$ cat config.mk
export PLATFORM = sky130hd
export DESIGN_NAME = memory_arbiter
export DESIGN_NICKNAME = d
export VERILOG_FILES = /design/src/rtl/memory_arbiter.sv
export SDC_FILE = /design/constraint.sdc
export NUM_CORES = 1
export LEC_CHECK = 0
export BUFFER_PORTS_ARGS = -buffer_cell sky130_fd_sc_hd__buf_2
export CAP_MARGIN = 20
export CORE_MARGIN = 4
export CORE_UTILIZATION = 42
export DETAILED_ROUTE_END_ITERATION = 6
export PLACE_DENSITY_LB_ADDON = 0.12
export SYNTH_ARGS = -nofsm -noshare
export SYNTH_HDL_FRONTEND = slang
export SYNTH_SLANG_ARGS = --single-unit
export TNS_END_PERCENT = 100
$ cat constraint.sdc
create_clock -name clk -period 1.7 [get_ports clk]
set_input_delay 0.34 -clock clk [delete_from_list [all_inputs] [get_ports clk]]
set_output_delay 0.34 -clock clk [all_outputs]
set_load 0.05 [all_outputs]
$ cat src/rtl/memory_arbiter.sv
// rtl/memory_arbiter.sv - shared nibble memory arbiter: CPU > host > display scanner
`timescale 1ns/1ps
module memory_arbiter #(
    parameter logic [11:0] SEG_LO_BASE = 12'hE00,
    parameter logic [11:0] SEG_HI_BASE = 12'hE80,
    parameter int          SEG_LEN     = 80
) (
    input  logic        clk,
    input  logic        reset_n,
    input  logic        cpu_access,
    input  logic        cpu_write_en,
    input  logic [11:0] cpu_addr,
    input  logic [3:0]  cpu_write_data,
    output logic [3:0]  cpu_read_data,
    input  logic        host_req,
    input  logic        host_write_en,
    input  logic [11:0] host_addr,
    input  logic [3:0]  host_write_data,
    output logic        host_ack,
    output logic [3:0]  host_read_data,
    input  logic        frame_start,
    output logic        scan_busy,
    output logic        lcd_wr_en,
    output logic [7:0]  lcd_index,
    output logic [3:0]  lcd_data,
    output logic [11:0] mem_addr,
    output logic        mem_write_en,
    output logic [3:0]  mem_write_data,
    input  logic [3:0]  mem_read_data
);

    localparam logic [1:0] OWN_NONE = 2'd0;
    localparam logic [1:0] OWN_CPU  = 2'd1;
    localparam logic [1:0] OWN_HOST = 2'd2;
    localparam logic [1:0] OWN_SCAN = 2'd3;
    localparam logic [7:0] SEG_LEN_W = 8'(SEG_LEN);
    localparam logic [7:0] LAST_IDX  = 8'(2 * SEG_LEN - 1);

    typedef enum logic {S_IDLE, S_SCAN} scan_state_t;

    scan_state_t state_q, state_d;
    logic [1:0]  owner_q;
    logic        owner_wr_q;
    logic        host_pend_q;
    logic        pending_q;
    logic [7:0]  scan_idx_q;
    logic [7:0]  lcd_index_q;
    logic [3:0]  cpu_rd_q;
    logic [3:0]  host_rd_q;
    logic [3:0]  lcd_data_q;
    logic        host_grant;
    logic        scan_grant;
    logic        scan_start;
    logic [11:0] scan_addr;

    assign host_grant = !cpu_access && host_req && !host_pend_q;
    assign scan_grant = !cpu_access && !host_grant && (state_q == S_SCAN);
    assign scan_addr  = (scan_idx_q < SEG_LEN_W)
                      ? SEG_LO_BASE + {4'd0, scan_idx_q}
                      : SEG_HI_BASE + {4'd0, scan_idx_q - SEG_LEN_W};

    always_comb begin
        mem_addr       = 12'd0;
        mem_write_en   = 1'b0;
        mem_write_data = 4'd0;
        if (cpu_access) begin
            mem_addr       = cpu_addr;
            mem_write_en   = cpu_write_en;
            mem_write_data = cpu_write_data;
        end else if (host_grant) begin
            mem_addr       = host_addr;
            mem_write_en   = host_write_en;
            mem_write_data = host_write_data;
        end else if (scan_grant) begin
            mem_addr       = scan_addr;
        end
    end

    // Owner tag and access direction travel one cycle to meet mem_read_data.
    always_ff @(posedge clk or negedge reset_n) begin
        if (!reset_n) begin
            owner_q     <= OWN_NONE;
            owner_wr_q  <= 1'b0;
            host_pend_q <= 1'b0;
        end else begin
            host_pend_q <= host_grant;
            if (cpu_access) begin
                owner_q    <= OWN_CPU;
                owner_wr_q <= cpu_write_en;
            end else if (host_grant) begin
                owner_q    <= OWN_HOST;
                owner_wr_q <= host_write_en;
            end else if (scan_grant) begin
                owner_q    <= OWN_SCAN;
                owner_wr_q <= 1'b0;
            end else begin
                owner_q    <= OWN_NONE;
                owner_wr_q <= 1'b0;
            end
        end
    end

    always_ff @(posedge clk or negedge reset_n) begin
        if (!reset_n) begin
            cpu_rd_q    <= 4'd0;
            host_rd_q   <= 4'd0;
            lcd_data_q  <= 4'd0;
            lcd_index_q <= 8'd0;
        end else begin
            if (owner_q == OWN_CPU && !owner_wr_q)
                cpu_rd_q <= mem_read_data;
            if (owner_q == OWN_HOST && !owner_wr_q)
                host_rd_q <= mem_read_data;
            if (owner_q == OWN_SCAN)
                lcd_data_q <= mem_read_data;
            if (scan_grant)
                lcd_index_q <= scan_idx_q;
        end
    end

    // Returned data is visible in the completion cycle, then held.
    assign cpu_read_data  = (owner_q == OWN_CPU && !owner_wr_q) ? mem_read_data : cpu_rd_q;
    assign host_read_data = (owner_q == OWN_HOST && !owner_wr_q) ? mem_read_data : host_rd_q;
    assign lcd_data       = (owner_q == OWN_SCAN) ? mem_read_data : lcd_data_q;
    assign host_ack       = (owner_q == OWN_HOST);
    assign lcd_wr_en      = (owner_q == OWN_SCAN);
    assign lcd_index      = lcd_index_q;

    always_ff @(posedge clk or negedge reset_n) begin
        if (!reset_n)
            state_q <= S_IDLE;
        else
            state_q <= state_d;
    end

    always_comb begin
        state_d = state_q;
        case (state_q)
            S_IDLE: if (frame_start || pending_q) state_d = S_SCAN;
            S_SCAN: if (scan_grant && scan_idx_q == LAST_IDX) state_d = S_IDLE;
            default: state_d = S_IDLE;
        endcase
    end

    // Busy covers the trailing lcd_wr_en of the last index.
    always_comb begin
        scan_start = (state_q == S_IDLE) && (frame_start || pending_q);
        scan_busy  = (state_q == S_SCAN) || (owner_q == OWN_SCAN);
    end

    always_ff @(posedge clk or negedge reset_n) begin
        if (!reset_n) begin
            scan_idx_q <= 8'd0;
            pending_q  <= 1'b0;
        end else begin
            if (scan_start)
                scan_idx_q <= 8'd0;
            else if (scan_grant)
                scan_idx_q <= scan_idx_q + 8'd1;
            if (scan_start)
                pending_q <= 1'b0;
            else if (frame_start && scan_busy)
                pending_q <= 1'b1;
        end
    end

endmodule

==> flow_summary.yaml, run 1 <==
logic_synthesis:
  synth_nets: 248
  yosysSeqAreaShare: 0.465
  avgSynthCellArea_sq_um: 9.11
  netlist.area_leader.share: 0.465
  syn-cell-area_sq_um: 1830
  synth-edff-count: 0
  yosys_warnings: 0
  synth_area_leader_cell: "dfrtp_1"
  ys_seq_elements: 34
  yosysUniqueCellTypes: 35
  ys.flop_type: "dfrtp_1"
  synth_cells: 201
  synthTopCellsByArea: "dfrtp_1 46%, nand2_1 9.0%, mux2_2 7.4%, o21ai_0 6.0%, a21oi_1 3.6%"
  synthArstFlopShare: 1.00
timing:
  finalSetupTns_ns: -5.28
  slew_violations: 0
  rsz0062_at_grt: "yes"
  whs_ns: 0.319
  hold_viol_final: 0
  fmax_mhz: 455
  fin_crit_sh: 1.29
  worstMarginPinSlew_ns: 0.365
  setup_viol_count_final: 29
  fin_crit_ns: 2.20
  fin_ws_ns: -0.500
  relSlewSlack: 0.754
  clock_skew_ns: 0.00504
placement:
  dp_hpwl_um: 4010
  portBuffers: 82
  dp_cells: 352
  placed_cell_area_sq_um: 2700
  gp_congestion: 0.788
floorplan:
  ios: 83
  die_x_um: 74.0
  rows: 23
  core_sq_um: 4120
  fp.dieH_um: 74.0
  die_area_sq_um: 5480
  start_util: 0.445
clock_network:
  cts_tree: "yes"
  cts_buffers: 5
  clk_pin_slew_worst_paths_ns: 0.08
  htree_levels: 2
  cts_num_sinks: 34
  clk_path_buf_depth: 2
  root_buffer: "clkbuf_8"
  worst_skew_pair.late_latency_ns: 0.28
run_status:
  outcome: "complete, but fails checks"
  violations: "negative setup slack"
pwr:
  power_density_nw_per_um2: 1090
  leakagePower_nw: 1.66
  peakVddDrop_mv: 0.705
  finalPower_w: 0.00375
setup_path:
  crit_type: "flop to output pin"
  cp.required_ns: 1.36
  reg2reg_slack_ns: 0.13
  reg2reg_depth: 5
  start_kind: "flop"
  cp-startpoint: "scan_idx_q[4]"
  cp-end-kind: "output pin"
  worst_r2r_startpoint: "host_pend_q"
  arrival_ns: 1.86
  reg2reg_to: "state_q"
  path_max_fanout: 4
detailed_routing:
  vias: 2010
  drt_iter0_markers: 56
  vias_per_cell: 5.30
  drc: 0
  drt-total-wl_um: 6840
  antenna_left: 0
  drtPass1Iterations: 4
  routedWlPerCell_um: 18.0
min_path:
  min_from: "host_write_en"
  min_to: "owner_wr_q"
  hold_class: "input port to flop"
  hold_depth: 3
global_route:
  grt_pass1_vias: 1966
  grt_pass1_wl_um: 9090
  grt-ovfl-total: 0
  grt_usage: 0.217
  antenna_found_initial: 0
  grt_max_degree: 21
run:
  max_cap_viol_count: 0
finish:
  nets: 375
  instances_no_fill: 379
  final_common_cell: "buf_2"
  final_cell_mix: "53 x buf_2, 37 x nand2_1, 37 x buf_4"
  drive_above_1_share: 0.638
  fin_area_sq_um: 3430
  area_growth_pct: 87.6
  diodes: 0
registers in the layout, indices dropped and copies added, names as in the netlist:
signal,flops
lcd_index,8
owner_wr_q,1
host_pend_q,1
pending_q,1
scan_idx_q,8
cpu_rd_q,4
host_rd_q,4
state_q,1
lcd_data_q,4
owner_q,2
cell type report:
cell class | instances | area, sq um
sequential | 34 | 856
clock buffer | 5 | 68.8
multi-input combinational | 151 | 1340
clock inverter | 3 | 45.0
fill | 207 | 682
inverter | 6 | 22.5
tap | 50 | 62.6
timing repair buffer | 130 | 1040
worst max-delay path by stage:
stage	to	slack, ns	depth (start not counted)
6_report	mem_addr[8]	-0.50	7
5_1_grt	mem_addr[8]	-0.56	7
4_1_cts	mem_addr[8]	-0.44	7
3_5_place_dp	mem_addr[8]	-0.27	7
3_3_place_gp	mem_addr[8]	-0.25	7
2_1_floorplan	mem_addr[8]	-0.26	6
cell usage after synthesis, types with 5 or more instances:
cell type  instances
mux2_2            12
inv_1              6
nor2b_1            5
clkbuf_1           5
dfrtp_1           34
a21oi_1           13
nand2_1           44
o21ai_0           22
xnor2_1            6
nor2_1            11
where the power goes:
part	internal, W	leakage [nW]	switching [W]	total, W
sequential	0.000979	0.419	0.000113	0.00109
clock	0.000436	0.0504	0.000324	0.000761
combinational	0.000770	1.19	0.00113	0.00190
critical path: stages (launching register included):
cell     delay, ns
dfrtp_1       0.41
inv_2         0.07
ha_4          0.16
or4_1         0.39
nand2_1       0.09
a32oi_2       0.11
o21ai_4       0.15
buf_6         0.18
repair_timing:
item	4_1_cts	5_1_grt
endpoints found under the hold margin	12	0
setup buffers	7	10
gates cloned	2	0
gates resized for setup	106	28
hold buffers	1	0
setup endpoints to repair	29	29
pin swaps	14	13
per-stage QoR:
stage               utilization  worst slack [ns]
finish                    0.834            -0.500
global route              0.834            -0.556
CTS                       0.789            -0.441
detailed placement        0.656            -0.267
global placement          0.656            -0.250
floorplan                     -            -0.260
logic make-up after synthesis:
family                     after synthesis  share of synthesized area
and+or+nand+nor                         86                      0.235
AOI/OAI and AO/OA                       41                      0.124
DFF                                     34                      0.465
buffers and inverters                   16                     0.0355
muxes                                   13                     0.0793
xor gates and xnor gates                 7                     0.0335
adders and majority gates                4                     0.0273
layer usage:
layer / vias to the layer above / part of all wire / GRT usage
li1: 937 / - / -
met1: 995 / 0.39 / 0.263
met2: 66 / 0.55 / 0.394
met3: 12 / 0.046 / 0.0405
met4: 0 / 0.013 / 0.0543
met5: - / 0 / 0
(Power assumes the default switching activity.)
==> run 2: changes to the inputs <==
GPL_TIMING_DRIVEN = 0   (was unset)
==> flow_summary.yaml, run 2 (synthesis gave the netlist of run 1 again) <==
run_status:
  outcome: "complete, but fails checks"
  violations: "negative setup slack"
clock_network:
  clk_path_buf_depth: 2
  htree_levels: 2
  cts_tree: "yes"
  clk_pin_slew_worst_paths_ns: 0.07
  worst_skew_pair.late_latency_ns: 0.28
  root_buffer: "clkbuf_8"
  cts_num_sinks: 34
  cts_buffers: 5
pwr:
  power_frac_comb: 0.514
  finalPower_w: 0.00358
  peakVddDrop_mv: 0.505
  seqPwrFrac: 0.316
  intPower_w: 0.00205
  leakagePower_nw: 1.63
  power_frac_clock: 0.170
  p_switching_w: 0.00153
  p_sw_frac: 0.427
  power_density_nw_per_um2: 1050
finish:
  fillers: 228
  area_growth_pct: 85.2
  instances_no_fill: 374
  diodes: 0
  final_cell_mix: "54 x buf_2, 35 x buf_6, 35 x nand2_1"
  drive_above_1_share: 0.642
  fin_area_sq_um: 3390
  nets: 371
  final_common_cell: "buf_2"
detailed_routing:
  vias_per_cell: 5.45
  routedWlPerCell_um: 18.6
  drt_iter0_markers: 165
  vias: 2040
  drc: 0
  drt-total-wl_um: 6980
  drtPass1Iterations: 4
  antenna_left: 0
timing:
  fmax_mhz: 455
  fin_crit_ns: 2.20
  relSlewSlack: 0.490
  setup_viol_count_final: 29
  rsz0062_at_grt: "yes"
  fin_ws_ns: -0.500
  hold_viol_final: 0
  slew_violations: 0
  worstMarginPinSlew_ns: 0.764
  clock_skew_ns: 0.00578
  fin_crit_sh: 1.29
  finalSetupTns_ns: -7.79
floorplan:
  die_x_um: 74.0
  start_util: 0.445
  ios: 83
  fp.dieH_um: 74.0
  core_sq_um: 4120
  rows: 23
  die_area_sq_um: 5480
setup_path:
  slowest_stage: "dfrtp_2"
  crit_type: "flop to output pin"
  cp.required_ns: 1.36
  path_max_fanout: 4
  cp-end-kind: "output pin"
  cp_cell_sequence: "inv_4, ha_4, or4_4, nand2_2, a32oi_2, o21ai_4, buf_6"
  arrival_ns: 1.86
  cp-startpoint: "scan_idx_q[5]"
  cp_top_family: "simple AND/OR/NAND/NOR gates"
  start_kind: "flop"
  max_stage_delay_ns: 0.44
  worst_r2r_startpoint: "scan_idx_q[1]"
  cp.buffers_inverters: 2
global_route:
  grt-ovfl-total: 0
  grt_pass1_vias: 1957
  grt_pass1_wl_um: 9630
  grt_max_degree: 35
  grt_usage: 0.234
  antenna_found_initial: 0
placement:
  gp_congestion: 0.770
  placed_cell_area_sq_um: 2520
  dp_hpwl_um: 3620
  portBuffers: 82
  dp_cells: 333
run:
  max_cap_viol_count: 0
min_path:
  hold_class: "input port to asynchronous set/reset pin"
-- run 2: cell type report --
| class | instances | area, sq um | share of cell area |
|---|---|---|---|
| Multi-Input combinational cell | 151 | 1340 | 0.396 |
| Timing Repair Buffer | 117 | 945 | 0.279 |
| Sequential cell | 34 | 858 | 0.253 |
| Clock buffer | 7 | 86.3 | 0.0255 |
| Buffer | 9 | 68.8 | 0.0203 |
| Tap cell | 50 | 62.6 | 0.0185 |
| Inverter | 6 | 27.5 | 0.00812 |
-- run 2: what timing repair did --
item | 4_1_cts | 5_1_grt
endpoints found under the setup margin | 30 | 30
pin swaps | 24 | 6
endpoints found under the hold margin | 0 | 0
resized for setup | 139 | 15
gates cloned | 1 | 0
buffers inserted | 25 | 10
hold buffers | 0 | 0
-- run 2: worst reg2reg max path, stage by stage, from the launching register on --
cell     delay, ns
dfrtp_1       0.45
ha_1          0.24
or4b_4        0.50
o31ai_2       0.19
o21ai_1       0.08
-- run 2: worst paths after layout --
check | cells after the start | to | slack (ns)
worst max register to register | 4 | state_q | 0.12
worst min register to register | 2 | lcd_index[6] | 0.48
worst max-delay path | 7 | mem_addr[8] | -0.50
min in group clk | 2 | lcd_data_q[3] | 0.36
max in group asynchronous | 1 | scan_idx_q[5] | 1.04
worst min-delay path | 1 | cpu_rd_q[0] | 0.13
-- run 2: metrics by stage --
stage,hold WS (ns),setup slack [ns],utilization
2_1_floorplan,0.0444,-0.260,-
3_3_place_gp,0.449,-0.426,0.611
3_5_place_dp,0.447,-0.422,0.611
4_1_cts,0.136,-0.488,0.793
5_1_grt,0.184,-0.546,0.824
6_report,0.131,-0.500,0.824
-- run 2: power groups by stage --
stage	combinational, W	clock [W]	sequential (W)
after CTS	0.00172	0.000614	0.00112
after detailed placement	0.00133	0	0.00112
after global placement	0.00132	0	0.00112
after floorplan	0.000891	0	0.00125
final	0.00184	0.000607	0.00113
after global routing	0.00193	0.000642	0.00115
-- run 2: routing by layer --
metal / vias up / routed length (um) / global-route usage
met5: - / 0 / 0
met1: 1013 / 2740 / 0.268
met4: 0 / 130 / 0.0805
li1: 924 / - / -
met2: 85 / 3700 / 0.426
met3: 18 / 412 / 0.0527
==> run 3: changes to the inputs <==
CELL_PAD_IN_SITES_DETAIL_PLACEMENT = 0   (was unset)
CELL_PAD_IN_SITES_GLOBAL_PLACEMENT = 1   (was unset)
CORE_UTILIZATION = 30   (was 42)
==> flow_summary.yaml, run 3 (synthesis gave the netlist of run 1 again) <==
clock_network:
  root_buffer: "clkbuf_8"
  cts_num_sinks: 34
  clk_path_buf_depth: 2
  cts_tree: "yes"
  clk_pin_slew_worst_paths_ns: 0.07
  worst_skew_pair.late_latency_ns: 0.29
  ctsHoldBuffers: 0
  htree_levels: 2
  cts_buffers: 5
setup_path:
  path_max_fanout: 4
  start_kind: "flop"
  arrival_ns: 1.82
  cp-end-kind: "output pin"
  cp.required_ns: 1.36
  crit_type: "flop to output pin"
detailed_routing:
  antenna_left: 0
  drc: 0
  drtPass1Iterations: 4
  vias_per_cell: 4.71
  drt_iter0_markers: 50
  routedWlPerCell_um: 15.1
  vias: 1890
  drt-total-wl_um: 6040
placement:
  dp_hpwl_um: 4080
  dpl_worst_slack_ns: -0.455
  portBuffers: 82
  gp_congestion: 0.743
  placed_cell_area_sq_um: 2550
timing:
  hold_viol_final: 0
  clock_skew_ns: 0.00565
  relSlewSlack: 0.492
  setup_viol_count_final: 29
  fin_crit_ns: 2.16
  worstMarginPinSlew_ns: 0.762
  rsz0062_at_grt: "yes"
  fin_crit_sh: 1.27
  fin_ws_ns: -0.458
  fmax_mhz: 463
  slew_violations: 0
finish:
  fin_area_sq_um: 3440
  drive_above_1_share: 0.638
  final_common_cell: "buf_2"
  nets: 372
  diodes: 0
  final_util: 0.582
  fillers: 514
  final_cell_mix: "54 x buf_2, 36 x nand2_1, 31 x buf_6"
  area_growth_pct: 88.2
global_route:
  antenna_found_initial: 0
  grt_pass1_vias: 1884
  grt_max_degree: 35
  grt_pass1_wl_um: 9720
  grt-ovfl-total: 0
  grt_usage: 0.167
floorplan:
  core_sq_um: 5920
  die_area_sq_um: 7420
  rows: 28
  ios: 83
  start_util: 0.309
  fp.dieH_um: 86.1
  die_x_um: 86.1
run:
  max_cap_viol_count: 0
run_status:
  outcome: "complete, but fails checks"
  violations: "negative setup slack"
pwr:
  peakVddDrop_mv: 0.777
  power_density_nw_per_um2: 1110
  leakagePower_nw: 1.65
min_path:
  hold_class: "input port to asynchronous set/reset pin"
-- run 3: cell types whose count changed in the layout (fill, tap and decap cells not counted), sizes merged --
cell | previous run | this run
clkinv | 0 | 1
buf | 122 | 123
bufinv | 0 | 2
clkbuf | 11 | 9
-- run 3: report_power, final --
group | total [W] | leakage (nW) | switching, W | internal (W)
logic | 0.00180 | 1.16 | 0.00105 | 0.000745
registers | 0.00112 | 0.416 | 0.000138 | 0.000979
clock network | 0.000896 | 0.0683 | 0.000309 | 0.000587
-- run 3: what timing repair did --
action / 4_1_cts / 5_1_grt
gates resized for setup: 130 / 13
pin swaps: 20 / 9
buffers inserted: 27 / 8
gates cloned: 2 / 0
endpoints found under the setup margin: 30 / 38
-- run 3: layout make-up --
| cell class | instances | area [sq um] | area share |
|---|---|---|---|
| clock buffer | 5 | 68.8 | 0.0200 |
| clock inverter | 3 | 68.8 | 0.0200 |
| sequential | 34 | 857 | 0.249 |
| buffer | 9 | 68.8 | 0.0200 |
| tap | 75 | 93.8 | 0.0272 |
| multi-input combinational | 151 | 1330 | 0.385 |
| inverter | 6 | 27.5 | 0.00799 |
| timing repair buffer | 118 | 932 | 0.271 |
-- run 3: through the flow --
step / total power (W) / instances / hold WS [ns] / setup TNS [ns]
after global routing: 0.00401 / 401 / 0.171 / -8.19
after detailed placement: 0.00247 / 358 / 0.462 / -5.75
after global placement: 0.00246 / 358 / 0.462 / -6.05
after CTS: 0.00380 / 394 / 0.147 / -6.31
final: 0.00381 / 401 / 0.118 / -6.14
after floorplan: 0.00214 / 201 / 0.0444 / -0.516
-- run 3: path summary, 6_finish.rpt --
check	from	to	slack [ns]	cells after the start
max	scan_idx_q[5]	mem_addr[8]	-0.46	7
min	reset_n	owner_wr_q	0.12	1
max reg2reg	scan_idx_q[0]	state_q	0.12	4
min reg2reg	lcd_index[0]	lcd_index[0]	0.48	2
max in group asynchronous	reset_n	scan_idx_q[5]	1.04	1
min in group clk	frame_start	pending_q	0.33	3
-- run 3: metal layers --
layer | GRT usage | vias to the layer above | routed length [um]
li1 | - | 939 | -
met4 | 0.0216 | 0 | 23
met5 | 0 | - | 0
met3 | 0.0490 | 5 | 299
met1 | 0.207 | 907 | 2490
met2 | 0.294 | 39 | 3220
-- run 3: worst max-delay path, stage by stage (launching register included) --
cell     delay [ns]
dfrtp_2        0.42
inv_4          0.05
ha_4           0.16
or4_1          0.39
nand2_1        0.09
a32oi_2        0.11
o21ai_4        0.14
buf_6          0.18
